--- src/rtl/uart_rx_word_packer.sv ---
// Packs UART bytes into 32-bit words and buffers them in a show-ahead FIFO.
// Ports: clk/rst_n (sync, active-low), byte_in/byte_valid from the receiver,
// timeout_div (idle flush, 0 = off), clr_ovf, and the word_* valid/ready
// output with level and sticky overflow.
// Build option: UART_RX_WORD_PACKER_BIG_ENDIAN_EN puts byte 0 in [31:24].
module uart_rx_word_packer #(
  parameter int DEPTH = 4,
  parameter int AW    = 2
) (
  input  logic          clk,
  input  logic          rst_n,
  input  logic [7:0]    byte_in,
  input  logic          byte_valid,
  input  logic [15:0]   timeout_div,
  input  logic          clr_ovf,
  input  logic          word_ready,
  output logic [31:0]   word_data,
  output logic [2:0]    word_bytes,
  output logic          word_valid,
  output logic [AW:0]   level,
  output logic          overflow
);

  typedef enum logic {S_EMPTY, S_PARTIAL} state_t;

  localparam logic [AW:0] FULL = (AW+1)'(DEPTH);

  state_t       state;
  state_t       state_nx;
  logic         valid_d;
  logic         take;
  logic [1:0]   cnt;
  logic [31:0]  shadow;
  logic [31:0]  lane;
  logic [4:0]   sh;
  logic [15:0]  idle;
  logic         tmo;
  logic         push;
  logic         push_full;
  logic [34:0]  push_entry;

  logic [34:0]  mem [DEPTH];
  logic [AW-1:0] wr_ptr;
  logic [AW-1:0] rd_ptr;
  logic [AW:0]  count;
  logic         pop;
  logic         accept;
  logic         drop;

  // Only the rising edge of the receiver's done level takes a byte.
  assign take = byte_valid & ~valid_d;

`ifdef UART_RX_WORD_PACKER_BIG_ENDIAN_EN
  assign sh = 5'd24 - {cnt, 3'b000};
`else
  assign sh = {cnt, 3'b000};
`endif

  assign lane = {24'd0, byte_in} << sh;

  // A byte arriving in the same cycle as the timeout suppresses the flush.
  assign tmo = (state == S_PARTIAL) && (timeout_div != 16'd0)
               && (idle == timeout_div) && !take;

  always_ff @(posedge clk) begin
    if (!rst_n) state <= S_EMPTY;
    else        state <= state_nx;
  end

  always_comb begin
    state_nx = state;
    unique case (state)
      S_EMPTY: begin
        if (take) state_nx = S_PARTIAL;
      end
      S_PARTIAL: begin
        if (take && cnt == 2'd3) state_nx = S_EMPTY;
        else if (tmo)            state_nx = S_EMPTY;
      end
      default: state_nx = S_EMPTY;
    endcase
  end

  always_comb begin
    push_full  = take && (cnt == 2'd3);
    push       = push_full || tmo;
    push_entry = push_full ? {shadow | lane, 3'd4}
                           : {shadow, 1'b0, cnt};
  end

  always_ff @(posedge clk) begin
    if (!rst_n) begin
      valid_d <= 1'b0;
      cnt     <= 2'd0;
      shadow  <= 32'd0;
      idle    <= 16'd0;
    end else begin
      valid_d <= byte_valid;
      if (push) begin
        cnt    <= 2'd0;
        shadow <= 32'd0;
        idle   <= 16'd0;
      end else if (take) begin
        cnt    <= cnt + 2'd1;
        shadow <= shadow | lane;
        idle   <= 16'd0;
      end else if (state == S_PARTIAL && timeout_div != 16'd0) begin
        idle <= idle + 16'd1;
      end else begin
        idle <= 16'd0;
      end
    end
  end

  assign word_valid = (count != '0);
  assign pop        = word_valid & word_ready;
  // A full FIFO still takes a push when the head leaves in the same cycle.
  assign accept     = push & ((count != FULL) | pop);
  assign drop       = push & (count == FULL) & ~pop;

  always_ff @(posedge clk) begin
    if (accept) mem[wr_ptr] <= push_entry;
  end

  always_ff @(posedge clk) begin
    if (!rst_n) begin
      wr_ptr   <= '0;
      rd_ptr   <= '0;
      count    <= '0;
      overflow <= 1'b0;
    end else begin
      if (accept) wr_ptr <= wr_ptr + 1'b1;
      if (pop)    rd_ptr <= rd_ptr + 1'b1;
      if (accept && !pop)      count <= count + 1'b1;
      else if (!accept && pop) count <= count - 1'b1;
      if (drop)         overflow <= 1'b1;
      else if (clr_ovf) overflow <= 1'b0;
    end
  end

  assign level      = count;
  assign word_data  = word_valid ? mem[rd_ptr][34:3] : 32'd0;
  assign word_bytes = word_valid ? mem[rd_ptr][2:0]  : 3'd0;

endmodule
--- config.mk ---
export PLATFORM = sky130hd
export DESIGN_NAME = uart_rx_word_packer
export DESIGN_NICKNAME = d
export VERILOG_FILES = /design/src/rtl/uart_rx_word_packer.sv
export SDC_FILE = /design/constraint.sdc
export NUM_CORES = 1
export LEC_CHECK = 0
export BUFFER_PORTS_ARGS = -buffer_cell sky130_fd_sc_hd__buf_2
export CORE_ASPECT_RATIO = 1.1
export CORE_UTILIZATION = 34
export CTS_CLUSTER_SIZE = 12
export DETAILED_ROUTE_END_ITERATION = 10
export PLACE_DENSITY = 0.61
export SLEW_MARGIN = 20
export SYNTH_ARGS = -nofsm -noshare
export SYNTH_HDL_FRONTEND = slang
export SYNTH_SLANG_ARGS = --single-unit
export TNS_END_PERCENT = 1
--- constraint.sdc ---
create_clock -name clk -period 4.7 [get_ports clk]
set_input_delay 0.235 -clock clk [delete_from_list [all_inputs] [get_ports clk]]
set_output_delay 0.235 -clock clk [all_outputs]
set_load 0.02 [all_outputs]
==> results of run 1 <==
registers in the layout, indices dropped and copies added, names as in the netlist, named ones only:
register,flops
overflow,1
valid_d,1
idle,16
cnt,2
shadow,32
rd_ptr,2
mem,140
wr_ptr,2
state,1
level,3
layer usage:
metal  vias up  GRT usage [%]  part of all wire (%)
li1       2168              -                     -
met1      2327           16.7                    40
met2       131           24.4                    50
met3        32           3.40                   6.7
met4         0           4.04                   2.5
met5         -              0                     0
cell families after synthesis:
group / after synthesis
flops: 202
simple gates: 159
compound gates: 71
mux: 39
xor+xnor: 35
buf+inv: 34
fa+ha+maj: 8
worst max path at each step:
stage | start | end | depth (start not counted)
finish | idle[2] | level[2] | 10
global route | idle[1] | level[2] | 10
CTS | idle[0] | level[2] | 10
detailed placement | timeout_div[1] | level[2] | 11
global placement | timeout_div[1] | level[2] | 11
floorplan | idle[2] | mem[0][0] | 6
power by group:
| group | internal [W] | switching, W |
|---|---|---|
| Clock | 0.00101 | 0.000657 |
| Combinational | 0.000405 | 0.000554 |
| Sequential | 0.00193 | 0.0000790 |
area by class of cell:
| cell class | instances | area [um2] |
|---|---|---|
| Fill cell | 2161 | 14100 |
| Sequential cell | 202 | 5450 |
| Multi-Input combinational cell | 312 | 2560 |
| Clock buffer | 32 | 608 |
| Timing Repair Buffer | 77 | 410 |
| Tap cell | 305 | 382 |
| Clock inverter | 8 | 96.3 |
| Inverter | 7 | 26.3 |
cell usage in the layout, fill, tap and decap left out, types with 13 or more instances in the layout:
cell / instances
buf_2: 68
edfxtp_1: 140
a21oi_1: 33
clkbuf_16: 22
xnor2_1: 13
dfxtp_1: 61
mux4_2: 35
nor2_1: 59
nand2_1: 14
a21o_1: 32
and2_1: 46
xor2_1: 21
repair_timing:
action | CTS | global route
hold buffers | 1 | 0
endpoints found under the hold margin | 1 | 0
setup buffers | 0 | 0
critical path, delay by kind of cell (launching register included):
kind            cells  cell delay, ps
fa+ha+maj           2             660
simple gates        3             770
xor+xnor            2             290
compound gates      2             770
buf+inv             1              60
flops               1             490
per-stage QoR:
| stage | total power, W | hold slack (ps) | std cells |
|---|---|---|---|
| 6_report | 0.00463 | 110 | 943 |
| 5_1_grt | 0.00485 | 122 | 943 |
| 4_1_cts | 0.00471 | 94.5 | 943 |
| 3_5_place_dp | 0.00304 | 460 | 902 |
| 3_3_place_gp | 0.00302 | 449 | 902 |
| 2_1_floorplan | 0.00270 | 362 | 548 |
==> flow_summary.ini, run 1 <==
[drt]
first_iter_violations = 298
remaining_drc_errors = 2
wl_per_cell_um = 17.4
dr.pass1.iters = 8
via_per_inst = 4.94
drt-total-wl_um = 16400
final_antenna_net_count = 0
num_vias = 4658

[min_path]
hold_end = state
worstHoldStart = rst_n
hold_path_class = primary input to flip-flop
holdPathStages = 3

[logic_synthesis]
synth_xor_area_share_pct = 3.85
synthMuxAreaShare_pct = 10.2
ys_ff_latch = 202
synthSimpleGateAreaFrac_pct = 10.5
yosysMostFrequentCell = edfxtp_1
syn_inst = 548
ys_warn_count = 0
synthFlopType = edfxtp_1
yosys.area.top_type = edfxtp_1
synth_common_cells = edfxtp_1 (140), dfxtp_1 (62), nor2_1 (59)
synth_fp_nets = 585
ys_seq_area_share_pct = 66.7
synth_top_family_by_area = simple AND/OR/NAND/NOR gates
synth_top_area_share_pct = 51.5
synth_cell_types = 43
synth_edf_count = 140
synth_area_leaders = edfxtp_1 (52%), dfxtp_1 (15%), mux4_2 (9.7%)
synth_compound_area_share_pct = 5.58
async_flop_share_pct = 0
synth_fa_ha_area_share_pct = 1.32
syn_area_um2 = 8160
postSynthAreaPerCell_um2 = 14.9

[status]
violations = DRC
outcome = finished with violations

[final_layout]
area_delta_synth_final_pct = 16.8
nets = 659
n_antenna_cell = 0
final_area_um2 = 9530
fin_util_pct = 40.3
layout-drive-gt1-share_pct = 23.7

[timing]
drv_slew = 0
finClkSkew_ps = 19.9
relSlewSlack_pct = 34.0
setup_viol = 0
rsz0062_at_grt = false
fmax_mhz = 320
tightest_slew_ps = 989
finalHoldViolCount = 0
fin_ws_ps = 1570
final.setup.tns_ps = 0
finalCriticalPeriod_ps = 3130
timing.final.crit_share_pct = 66.6

[worst_setup_path]
cp_slowest_cell = o31ai_2
worstPathMaxFanout = 7
regToRegSetupSlack_ps = 1570
worstPathCellList = xor2_2 -> nor4_4 -> nand4_2 -> o31ai_2 -> ha_1 -> inv_1 -> fa_1 -> xor2_1 -> or3_1 -> a21boi_0
worstRegToRegCells = 10
end_kind = flip-flop
max_stage_delay_ps = 560
r2r_end = level[2]
critical_path_arrival_ps = 3540
critPathKind = flip-flop to flip-flop
required_ps = 5110
reg2reg_from = idle[2]
start_kind = flip-flop

[grt]
grt_pass1_wl_um = 26100
track_usage_pct = 13.8
gr-total-overflow = 0
grt_max_degree = 39
grt_pass1_vias = 4876
antenna_found_initial = 0

[clocking]
cts_buffer_depth = 3
cts_made_buffers = 22
cts_sinks = 202
htreeDepth = 1
cts-resized-gates = 0
clk-insertion-delay-late_ps = 510
root_buffer = clkbuf_16
cts_tree = built
path_clk_slew_ps = 60

[floorplanning]
die_y_um = 164
rows = 59
die-area_um2 = 24600
pin_count = 69
start_util_pct = 34.5
coreArea_um2 = 23600
die_w_um = 150

[place]
io_buffers = 68
dp_slack_ps = 1550
hpwl_um = 10100
post_dp_cell_area_um2 = 8810
gp_congestion = 0.830

[flow_run]
maxCapViolCount = 0

[power_and_ir_drop]
p_leak_nw = 3.66
peakVddDrop_uv = 201
p_per_area_nw_per_um2 = 486
Power figures use the tool's default switching activity.
==> run 2: changes to the inputs <==
PLACE_DENSITY = 0.63   (was 0.61)
clock period = 2.7 ns   (was 4.7 ns; I/O delays follow)
==> flow_summary.ini, run 2 (same netlist as run 1, synthesis figures left out) <==
[final_layout]
final_common_cell = edfxtp_1
largest_register_ffs = 140
fin_cells = 956
layout_common_cells = edfxtp_1 (140), buf_2 (68), nor2_1 (59)
layout-drive-gt1-share_pct = 26.9
nets = 672
largest_register = mem
n_antenna_cell = 0
top_regs = mem (140), shadow (32), idle (16)
area_delta_synth_final_pct = 19.0
n_fill_cell = 2168

[timing]
relSlewSlack_pct = 46.9
drv_slew = 0
hold-worst-slack_ps = 24.2
fmax_mhz = 376
timing.final.crit_share_pct = 98.4
fin_ws_ps = 42.6
finClkSkew_ps = 19.8
tightest_slew_ps = 791
rsz0062_at_grt = true
finalHoldViolCount = 0
setup_viol = 0
finalCriticalPeriod_ps = 2660

[worst_setup_path]
crit_path_frequent_cell = xor2_1
required_ps = 3120
cp_slowest_cell = dfxtp_1
critical_path_arrival_ps = 3070
start_kind = flip-flop
regToRegSetupSlack_ps = 40
worstPathCellList = xor2_1 -> nor4_4 -> nand4_2 -> o31ai_4 -> ha_2 -> inv_2 -> fa_2 -> xor2_1 -> or3_1 -> a21boi_1
worstPathMaxFanout = 4
critPathKind = flip-flop to flip-flop
max_stage_delay_ps = 400
end_kind = flip-flop

[clocking]
path_clk_slew_ps = 60
cts_made_buffers = 22
htreeDepth = 1
cts_buffer_depth = 3
root_buffer = clkbuf_16
cts_sinks = 202
cts_tree = built
clk-insertion-delay-late_ps = 500

[drt]
remaining_drc_errors = 0
first_iter_violations = 260
dr.pass1.iters = 4
final_antenna_net_count = 0
wl_per_cell_um = 17.2
via_per_inst = 4.82
num_vias = 4604
drt-total-wl_um = 16500

[floorplanning]
die-area_um2 = 24600
pin_count = 69
die_y_um = 164
coreArea_um2 = 23600
rows = 59
start_util_pct = 34.5
die_w_um = 150

[place]
hpwl_um = 10300
gp_congestion = 0.860
dp_slack_ps = -61.4
io_buffers = 68
dp_cells = 912

[grt]
grt_pass1_vias = 4863
grt_max_degree = 38
gr-total-overflow = 0
grt_pass1_wl_um = 26000
track_usage_pct = 13.8
antenna_found_initial = 0

[power_and_ir_drop]
peakVddDrop_uv = 512
p_leak_nw = 3.73
p_per_area_nw_per_um2 = 822
power_w = 0.00798

[min_path]
hold_path_class = primary input to flip-flop

[flow_run]
maxCapViolCount = 0

[status]
outcome = finished clean
## run 2: cell types whose count changed in the layout (fill, tap and decap cells not counted), sizes merged
cell,before,now
buf,76,89
bufinv,2,0
clkbuf,32,35
clkinv,6,5
## run 2: path summary, 6_finish.rpt
check,start,endpoint,cells past startpoint
hold / removal,rst_n,wr_ptr[0],3
hold reg to reg,idle[0],idle[0],1
setup / recovery,idle[4],level[2],10
setup reg to reg,idle[4],level[2],10
## run 2: worst max-delay path: cells and delay by family (launching register included)
kind	cells	cell delay, ps
buffers and inverters	1	40
flip-flops	1	400
AO/OA/AOI/OAI	2	440
AND/OR/NAND/NOR	3	820
adder cells (fa/ha/maj)	2	590
XOR/XNOR	2	300
## run 2: cell type report
class,count,area (um2),share of cell area [%]
clock buffer,35,629,6.48
clock inverter,5,38.8,0.399
inverter,7,26.3,0.271
multi-input combinational,312,2600,26.7
sequential,202,5450,56.2
tap,305,382,3.93
timing repair buffer,90,583,6.00
## run 2: timing repair
action	4_1_cts	5_1_grt
hold endpoints to repair	1	0
buffers inserted	0	3
setup endpoints to repair	1	1
resized for setup	1	12
hold buffers	1	0
pin swaps	1	8
## run 2: layer usage
metal | global-route usage (%) | vias to the layer above | part of all wire, %
li1 | - | 2191 | -
met2 | 24.0 | 110 | 51
met4 | 3.54 | 0 | 1.5
met1 | 17.3 | 2288 | 43
met3 | 2.93 | 15 | 5.0
met5 | 0 | - | 0
## run 2: report_power, final
part | switching (W) | internal [W] | total, W
combinational | 0.00104 | 0.000755 | 0.00180
clock | 0.00114 | 0.00160 | 0.00274
sequential | 0.0000899 | 0.00335 | 0.00344
total | 0.00227 | 0.00571 | 0.00798
## run 2: per-stage QoR
step | cell area (um2) | utilization (%) | setup TNS, ps
after floorplan | 8160 | - | -5380
after global placement | 8970 | 38.0 | 0
after detailed placement | 8970 | 38.0 | -61.4
after CTS | 9650 | 40.9 | 0
after global routing | 9710 | 41.1 | -114
final | 9710 | 41.1 | 0
==> run 3: changes to the inputs <==
CELL_PAD_IN_SITES_DETAIL_PLACEMENT = 1   (was not set)
CELL_PAD_IN_SITES_GLOBAL_PLACEMENT = 1   (was not set)
CORE_ASPECT_RATIO = 1.25   (was 1.1)
PLACE_DENSITY = 0.71   (was 0.63)
==> flow_summary.ini, run 3 (same netlist as run 1, synthesis figures left out) <==
[clocking]
htreeDepth = 1
cts_made_buffers = 22
clk-insertion-delay-late_ps = 490
path_clk_slew_ps = 60
root_buffer = clkbuf_16
cts_buffer_depth = 3
cts_tree = built
cts_sinks = 202

[grt]
grt_pass1_vias = 5174
gr-total-overflow = 0
grt_max_degree = 38
antenna_found_initial = 0
grt_pass1_wl_um = 28200
track_usage_pct = 14.8

[power_and_ir_drop]
peakVddDrop_uv = 371
p_per_area_nw_per_um2 = 828
p_leak_nw = 3.75

[floorplanning]
die-area_um2 = 24600
start_util_pct = 34.5
die_w_um = 141
coreArea_um2 = 23600
pin_count = 69
rows = 63
die_y_um = 175

[timing]
fin_ws_ps = 55.8
timing.final.crit_share_pct = 97.9
finClkSkew_ps = 10.9
rsz0062_at_grt = true
setup_viol = 0
tightest_slew_ps = 911
fmax_mhz = 378
relSlewSlack_pct = 38.8
drv_slew = 0
finalHoldViolCount = 0
finalCriticalPeriod_ps = 2640

[final_layout]
fin_util_pct = 41.1
largest_register = mem
n_fill_cell = 2409
largest_register_ffs = 140
area_delta_synth_final_pct = 19.1
n_antenna_cell = 0
nets = 674
layout_common_cells = edfxtp_1 (140), buf_2 (68), nor2_1 (59)
final_common_cell = edfxtp_1
fin_cells = 944
layout-drive-gt1-share_pct = 27.3
top_regs = mem (140), shadow (32), idle (16)

[place]
dp_slack_ps = -85.2
hpwl_um = 11400
gp_congestion = 0.830
io_buffers = 68
dp_cells = 901

[worst_setup_path]
start_kind = flip-flop
end_kind = flip-flop
required_ps = 3120
critical_path_arrival_ps = 3070
worstPathMaxFanout = 4
critPathKind = flip-flop to flip-flop

[drt]
wl_per_cell_um = 19.1
num_vias = 4742
first_iter_violations = 285
via_per_inst = 5.02
drt-total-wl_um = 18000
final_antenna_net_count = 0
remaining_drc_errors = 0
dr.pass1.iters = 4

[min_path]
hold_path_class = primary input to flip-flop

[flow_run]
maxCapViolCount = 0

[status]
outcome = finished clean
run 3: cell types whose count changed in the layout (fill, tap and decap cells not counted), moves of 2 or more:
cell      previous run  this run
buf_4               15        18
dfxtp_2              4         6
clkbuf_1            10         8
dfxtp_1             57        55
run 3: power by group:
group / total [W] / internal (W) / switching (W)
Clock: 0.00283 / 0.00167 / 0.00116
Combinational: 0.00176 / 0.000745 / 0.00102
Sequential: 0.00345 / 0.00336 / 0.0000956
run 3: repair_timing:
item | CTS | global route
hold buffers | 1 | 0
endpoints found under the hold margin | 1 | 0
gates resized for setup | 4 | 10
gates cloned | 0 | 0
setup buffers | 0 | 3
setup endpoints to repair | 1 | 5
pin swaps | 0 | 6
run 3: area by class of cell:
| type | instances | area (um2) | share of cell area [%] |
|---|---|---|---|
| clock inverters | 4 | 21.3 | 0.219 |
| flip-flops and latches | 202 | 5460 | 56.2 |
| well taps | 292 | 365 | 3.76 |
| inverters | 7 | 26.3 | 0.271 |
| multi-input cells | 312 | 2600 | 26.7 |
| clock buffers | 35 | 661 | 6.80 |
| repair buffers | 92 | 586 | 6.03 |
run 3: per-layer routing:
metal / part of all wire (%) / vias up / routed length (um) / GRT usage (%)
met5: 0 / - / 0 / 0
met4: 1.6 / 0 / 284 / 3.94
met3: 4.1 / 26 / 741 / 2.33
met2: 53 / 91 / 9490 / 27.6
met1: 42 / 2436 / 7480 / 17.6
li1: - / 2189 / - / -
run 3: path summary, 6_finish.rpt:
| kind | to | start | slack, ps | cells past startpoint |
|---|---|---|---|---|
| max reg2reg | level[2] | idle[1] | 60 | 10 |
| max | level[2] | idle[1] | 60 | 10 |
| min | level[2] | rst_n | 30 | 2 |
| min reg2reg | state | state | 460 | 1 |
run 3: stage by stage:
| stage | power (W) | hold slack (ps) | area [um2] | TNS (ps) |
|---|---|---|---|---|
| after floorplan | 0.00471 | 262 | 8160 | -5380 |
| after global placement | 0.00529 | 368 | 8950 | 0 |
| after detailed placement | 0.00532 | 374 | 8950 | -85.2 |
| after CTS | 0.00816 | 16.2 | 9660 | 0 |
| after global routing | 0.00841 | 41.7 | 9710 | -33.7 |
| final | 0.00805 | 31.2 | 9710 | 0 |
run 3: worst max-delay path: stages, from the launching register on:
cell and delay [ps]:
dfxtp_2 340, xor2_2 160, nor4_4 330, nand4_2 190
o31ai_4 310, ha_2 230, inv_1 50, fa_2 330
xor2_1 150, or3_1 360, a21boi_1 120
